`config.mk`:
```
export PLATFORM = sky130hd
export DESIGN_NAME = tap_sequence_decoder
export DESIGN_NICKNAME = d
export VERILOG_FILES = /design/src/rtl/tap_pkg.sv /design/src/rtl/tap_sequence_decoder_rise_detect.sv /design/src/rtl/tap_sequence_decoder.sv
export SDC_FILE = /design/constraint.sdc
export NUM_CORES = 1
export LEC_CHECK = 0
export CAP_MARGIN = 20
export CORE_ASPECT_RATIO = 1.25
export CORE_UTILIZATION = 30
export CTS_BUF_LIST = sky130_fd_sc_hd__clkbuf_8
export DETAILED_ROUTE_END_ITERATION = 12
export HOLD_SLACK_MARGIN = 0.12
export SKIP_CTS_REPAIR_TIMING = 1
export SLEW_MARGIN = 20
export SYNTH_ARGS = -nofsm -noshare
export SYNTH_HDL_FRONTEND = slang
export SYNTH_HIERARCHICAL = 1
export SYNTH_SLANG_ARGS = --single-unit
```
`constraint.sdc`:
```
create_clock -name CLOCK -period 3.8 [get_ports CLOCK]
set_input_delay 0.95 -clock CLOCK [delete_from_list [all_inputs] [get_ports CLOCK]]
set_output_delay 0.95 -clock CLOCK [all_outputs]
set_load 0.05 [all_outputs]
```
`src/rtl/tap_pkg.sv`:
```
// tap_pkg: shared state encoding and widths for the tap sequence decoder
package tap_pkg;
  localparam logic [1:0] S_IDLE = 2'd0;
  localparam logic [1:0] S_COUNTING = 2'd1;
  localparam logic [1:0] S_REPORT = 2'd2;
  localparam int TAP_CNT_W = 3;
endpackage

```
`src/rtl/tap_sequence_decoder_rise_detect.sv`:
```
// rise_detect: delay register resetting to one so a level held through reset yields no edge
module rise_detect (
  input  logic CLOCK,
  input  logic RESET,
  input  logic D,
  output logic RISE
);
  logic d_q;
  always_ff @(posedge CLOCK) d_q <= RESET ? 1'b1 : D;
  assign RISE = D & ~d_q;
endmodule

```
`src/rtl/tap_sequence_decoder.sv`:
```
// tap_sequence_decoder: counts press edges within an inactivity window and reports the tap count
module tap_sequence_decoder
  import tap_pkg::*;
#(
  parameter int WINDOW_CYCLES = 50_000_000,
  parameter int MAX_TAPS = 3,
  parameter int TMR_W = $clog2(WINDOW_CYCLES)
) (
  input  logic                 CLOCK,
  input  logic                 RESET,
  input  logic                 PULSE_IN,
  output logic                 TAP_VALID,
  output logic [TAP_CNT_W-1:0] TAP_COUNT,
  output logic                 BUSY
);
  localparam logic [TAP_CNT_W-1:0] MAX_T = TAP_CNT_W'(MAX_TAPS);
  localparam logic [TMR_W-1:0] TMR_LAST = TMR_W'(WINDOW_CYCLES - 1);
  localparam logic [1:0] S_START = (MAX_TAPS == 1) ? S_REPORT : S_COUNTING;
  logic rise;
  logic [1:0] state_q, state_d;
  logic [TAP_CNT_W-1:0] taps_q, taps_d, count_q, count_d;
  logic [TMR_W-1:0] timer_q, timer_d;
  logic valid_q, valid_d, busy_q, busy_d;
  rise_detect u_rise (
    .CLOCK(CLOCK),
    .RESET(RESET),
    .D    (PULSE_IN),
    .RISE (rise)
  );
  always_ff @(posedge CLOCK) begin
    if (RESET) begin
      state_q <= S_IDLE;
      taps_q  <= '0;
      timer_q <= '0;
      valid_q <= 1'b0;
      count_q <= '0;
      busy_q  <= 1'b0;
    end else begin
      state_q <= state_d;
      taps_q  <= taps_d;
      timer_q <= timer_d;
      valid_q <= valid_d;
      count_q <= count_d;
      busy_q  <= busy_d;
    end
  end
  always_comb begin
    state_d = state_q;
    taps_d  = taps_q;
    timer_d = timer_q;
    if (state_q == S_COUNTING) begin
      if (rise) begin
        taps_d  = taps_q + 1'b1;
        timer_d = '0;
        state_d = (taps_q + 1'b1 == MAX_T) ? S_REPORT : S_COUNTING;
      end else if (timer_q == TMR_LAST) begin
        state_d = S_REPORT;
      end else begin
        timer_d = timer_q + 1'b1;
      end
    end else if (rise) begin
      state_d = S_START;
      taps_d  = TAP_CNT_W'(1);
      timer_d = '0;
    end else begin
      state_d = S_IDLE;
    end
  end
  always_comb begin
    valid_d = state_d == S_REPORT;
    busy_d  = state_d == S_COUNTING;
    count_d = valid_d ? taps_d : count_q;
  end
  assign TAP_VALID = valid_q;
  assign TAP_COUNT = count_q;
  assign BUSY      = busy_q;
endmodule

```
; ---- Yosys cells after proc, flatten, opt, wreduce, memory -nomap -nowiden
; Cells that the tools add are included.
[word_totals]
register_bits = 37
input_bits = 3
out_inout_bits = 5
elab_cells = 31
[classes]
n_addsub = 2
eq_ne = 6
n_mux = 12
n_bitwise = 2
reduce_logical = 2
[op_table]
columns = operator, n
row1 = $mux W26, 4
row2 = $add A26 B1 Y26 const B, 1
row3 = $eq A26 B26 Y1 const B, 1
row4 = $mux W3, 3
row5 = $mux W2, 4
row6 = $eq A2 B1 Y1 const B, 2
row7 = $add A3 B1 Y3 const B, 1
row8 = $eq A3 B2 Y1 const B, 1
row9 = $eq A2 B2 Y1 const B, 1
row10 = $ne A2 B2 Y1 const B, 1
row11 = $reduce_and A2 Y1, 1
row12 = $reduce_bool A2 Y1, 1
row13 = $and A1 B1 Y1, 1
row14 = $mux W1, 1
row15 = $not A1 Y1, 1

; ---- Depth between registers and ports, before layout
[logic_depth]
depth_word = 6
ltp_mapped = 8
mapped_depth_nobuf = 6

; ---- By module
; The synthesis kept the hierarchy.
[modules_own_cells]
columns = mod, n_inst, cells_per_inst, area_per_inst_um2, seq_area_each_um2
row1 = tap_sequence_decoder, 1, 230, 1851.8, 720.7
row2 = rise_detect, 1, 3, 32.5, 20.0

; ---- Worst setup path before layout
; Ideal clock, no wire load.
[synth_timing]
kind = in2reg
start = input port PULSE_IN
end = register timer_q[17]
setup_time_ps = 71
arrival_time_ps = 2396
t_required_ps = 3729
path_slack_ps = 1333
cell_stages = 8
path_buffers = 2
cell_sequence = nor2b_1 -> clkbuf_1 -> inv_2 -> and4b_1 -> a21o_1 -> clkbuf_1 -> or3_1 -> a21oi_1
[synth_via]
elab_chain_cells = 3
word_cells_on_any_way = 6
cone_classes = 1 x eq/ne / 2 x mux / 1 x bitwise / 2 x reduce/logical
[synth_rtl]
columns = item, line_no
row1 = from (decl), tap_sequence_decoder.sv:11  ; input logic PULSE_IN,
row2 = $and A1 B1 Y1 (*), tap_sequence_decoder_rise_detect.sv:10  ; assign RISE = D & ~d_q;
row3 = "$ne A2 B2 Y1 (no line), or another cell as far along", --
row4 = $reduce_and A2 Y1 (no line) or $mux W26 (tied branches), --
row5 = to (signal assigned), tap_sequence_decoder.sv:41  ; timer_q <= timer_d;
row6 = to (decl), tap_sequence_decoder.sv:22  ; logic [TMR_W-1:0] timer_q, timer_d;
; Every way passes the cells marked *; elsewhere a longest branch is shown, timed or not.
; A chain may end at the register's enable or synchronous reset.

; ---- Worst setup path after layout
[layout_timing]
start = input port PULSE_IN
end = register timer_q[14]
[layout_via]
elab_chain_cells = 3
word_cells_on_any_way = 6
cone_classes = 1 x eq/ne / 2 x mux / 1 x bitwise / 2 x reduce/logical
[layout_rtl]
columns = item, line_no
row1 = $and A1 B1 Y1 (*), tap_sequence_decoder_rise_detect.sv:10
row2 = named net rise, tap_sequence_decoder.sv:19  ; logic rise;
row3 = "$ne A2 B2 Y1 (no line), or another cell as far along", --
row4 = $reduce_and A2 Y1 (no line) or $mux W26 (tied branches), --
; Mark *: on every way through the listed nets, which the timed path passes. The rest lies on a longest branch.

==> reports/results.ini <==
[status]
outcome = completed

[synth]
synth_flop_cell = dfxtp_1
synthMuxAreaShare_pct = 1.73
synth_seq_area_share_pct = 39.3
avgSynthCellArea_sq_um = 8.09
synth_cell_type_count = 50
synth_top_family_by_area = simple AND/OR/NAND/NOR gates
syn_area_sq_um = 1880
async_flop_share_pct = 0
syn_inst = 233
yosys_register_bits = 37
synth_compound_area_share_pct = 18.9
synth.net_count = 240
yosysWarnings = 6
synthAdderAreaFrac_pct = 2.66
synthXorXnorAreaFrac_pct = 1.86
synth-edff-count = 0
synth-simple-area-share_pct = 31.7

[routing]
post_drt_via_cell_ratio = 5.32
vias = 1707
routedWlPerCell_um = 13.5
dr.pass1.iters = 4
post-route-drc-count = 0
drt_iter0_markers = 72
ant_nets = 0
wl_um = 4340

[clock_network]
cts_buffers = 5
cts_tree = built
cts_sinks = 37
ctsLongestPathBuffers = 2
htree_num_levels = 2
ctsRootBufferMaster = clkbuf_8
clkLatencyLatePin_ns = 0.29
path_clk_slew_ns = 0.07

[power_and_ir_drop]
leakage_nw = 0.605
p_per_area_nw_per_um2 = 337
power.total_uw = 713
vdd_drop_max_v = 0.000110

[critical_path]
r2r_start = timer_q[0]$_SDFFE_PP0P_
cp_max_fo = 22
critPathLaunch = PULSE_IN
cp-end-kind = register
start_kind = input pin
crit_arrival_ns = 3.25
critical_path_class = in2reg
cp.required_ns = 4.02

[sta]
setup_ws_ns = 0.773
slew_headroom_pct = 39.5
setup_tns_ns = 0
rsz0062_at_grt = false
period_share_pct = 79.6
fin_crit_ns = 3.03
worstMarginPinSlew_ns = 0.899
skew_ns = 0.00490
finalMaxSlewViolations = 0
finalSetupViolations = 0
hold_viol = 0
fmax_ghz = 0.330

[hold_path]
hp-start = timer_q[25]$_SDFFE_PP0P_
min_path_type = reg2reg

[finish]
final_nets = 246
drive_gt1_share_pct = 7.11
antenna_cells = 0
design_area_sq_um = 2110
fin_util_pct = 35.6
area_growth_pct = 12.2

[global_route]
use_met3_pct = 3.57
gr-total-overflow = 0
grt_pass1_wl_um = 7440
grt_usage_pct = 14.3
antenna_found_initial = 0
grt_pass1_vias = 1576
grt_util_met1_pct = 17.2
use_met2_pct = 24.5
grt_start_max_net_pins = 23
grt-busiest-layer = met2

[floorplan]
die_h_um = 90.6
die_x_um = 72.9
core_sq_um = 5930
ioPinCount = 8
die_area_sq_um = 6600
start_util_pct = 31.8
row_count = 31

[place]
dp_slack_ns = 0.451
placement.io_buffers = 7
place_area_sq_um = 2030
dpl.hpwl_um = 3180
globalplace.congestion = 0.847

[run]
maxCapViolCount = 0

## cells in the final DEF, fill, tap and decap left out, types with 2 or more instances in the layout
cell,count
nor3b_1,2
mux2_1,2
a211oi_1,2
or4_1,2
nor2b_1,2
inv_1,7
buf_4,2
o21ai_1,6
ha_1,4
a311oi_1,2
dfxtp_1,37
o31ai_1,2
nor2_1,22
nor3_1,9
or2_2,3
o211ai_1,2
and3_1,2
clkbuf_8,6
a31oi_1,2
nand4_1,10
o21ai_0,10
a21oi_1,24
clkdlybuf4s50_1,7
nand3_1,12
xor2_1,3
nand2_1,18
nor4_1,4
or3_1,13
## synth_stat cells (2+ instances only)
library cell / n / area [sq um]
o211ai_1: 2 / 15.0
nand4_1: 10 / 62.6
or4_1: 2 / 15.0
nand2_1: 18 / 67.6
nor4_1: 4 / 25.0
o31ai_1: 2 / 15.0
nand3_1: 12 / 60.1
or2_2: 3 / 18.8
a21oi_1: 24 / 120
o21ai_0: 10 / 50.1
inv_1: 6 / 22.5
ha_1: 4 / 50.1
nor2b_1: 2 / 12.5
nor3_1: 9 / 45.0
a311oi_1: 2 / 17.5
o21ai_1: 6 / 30.0
a31oi_1: 2 / 12.5
mux2_1: 2 / 22.5
dfxtp_1: 37 / 741
and3_1: 2 / 12.5
nor3b_1: 2 / 15.0
a211oi_1: 2 / 15.0
nor2_1: 22 / 82.6
or3_1: 13 / 81.3
clkbuf_1: 8 / 30.0
xor2_1: 3 / 26.3
## power breakdown
part	internal (mW)	leakage (nW)	total, mW	switching, mW
sequential	0.391	0.299	0.393	0.00211
clock	0.141	0.0485	0.276	0.135
combinational	0.0124	0.258	0.0433	0.0309
total	0.545	0.605	0.713	0.168
## critical path: stages
cell             delay (ns)
clkdlybuf4s50_1        0.47
nor2b_1                0.49
inv_2                  0.11
and4b_1                0.24
a21o_1                 0.37
or4_1                  0.47
a21oi_1                0.14
## area by class of cell
| class | count | area (sq um) |
|---|---|---|
| well taps | 82 | 103 |
| inverters | 7 | 26.3 |
| flip-flops and latches | 37 | 741 |
| multi-input cells | 179 | 1070 |
| repair buffers | 9 | 85.1 |
| fillers | 638 | 3820 |
| clock buffers | 6 | 82.6 |
| clock inverters | 1 | 3.75 |
## cells by family after synthesis
family | after synthesis
AO/OA/AOI/OAI | 58
buffers and inverters | 17
XOR/XNOR | 4
multiplexers | 3
flip-flops | 37
adder cells (fa/ha/maj) | 4
AND/OR/NAND/NOR | 110
## metal layers
| layer | part of all wire (%) | vias up | routed length (um) |
|---|---|---|---|
| met1 | 46 | 794 | 2010 |
| met3 | 3.8 | 4 | 163 |
| met4 | 0.64 | 0 | 28 |
| li1 | - | 872 | - |
| met5 | 0 | - | 0 |
| met2 | 49 | 37 | 2140 |
## sequential cells by signal (all words and copies together), names as in the netlist
name        cells
BUSY            1
TAP_COUNT       3
TAP_VALID       1
state_q         2
taps_q          3
timer_q        26
u_rise/d_q      1
## per-stage QoR
stage / cells / hold slack, ns
after global placement: 314 / 0.480
final: 321 / 0.499
after CTS: 321 / 0.497
after floorplan: 233 / 0.461
after global routing: 321 / 0.527
after detailed placement: 314 / 0.487
## worst paths after layout
kind,cells past startpoint,slack (ns),to
min,2,0.50,timer_q[25]$_SDFFE_PP0P_
min reg2reg,2,0.50,timer_q[25]$_SDFFE_PP0P_
max reg2reg,6,1.31,timer_q[1]$_SDFFE_PP0P_
max,7,0.77,timer_q[14]$_SDFFE_PP0P_
Power figures use the tool's default switching activity.
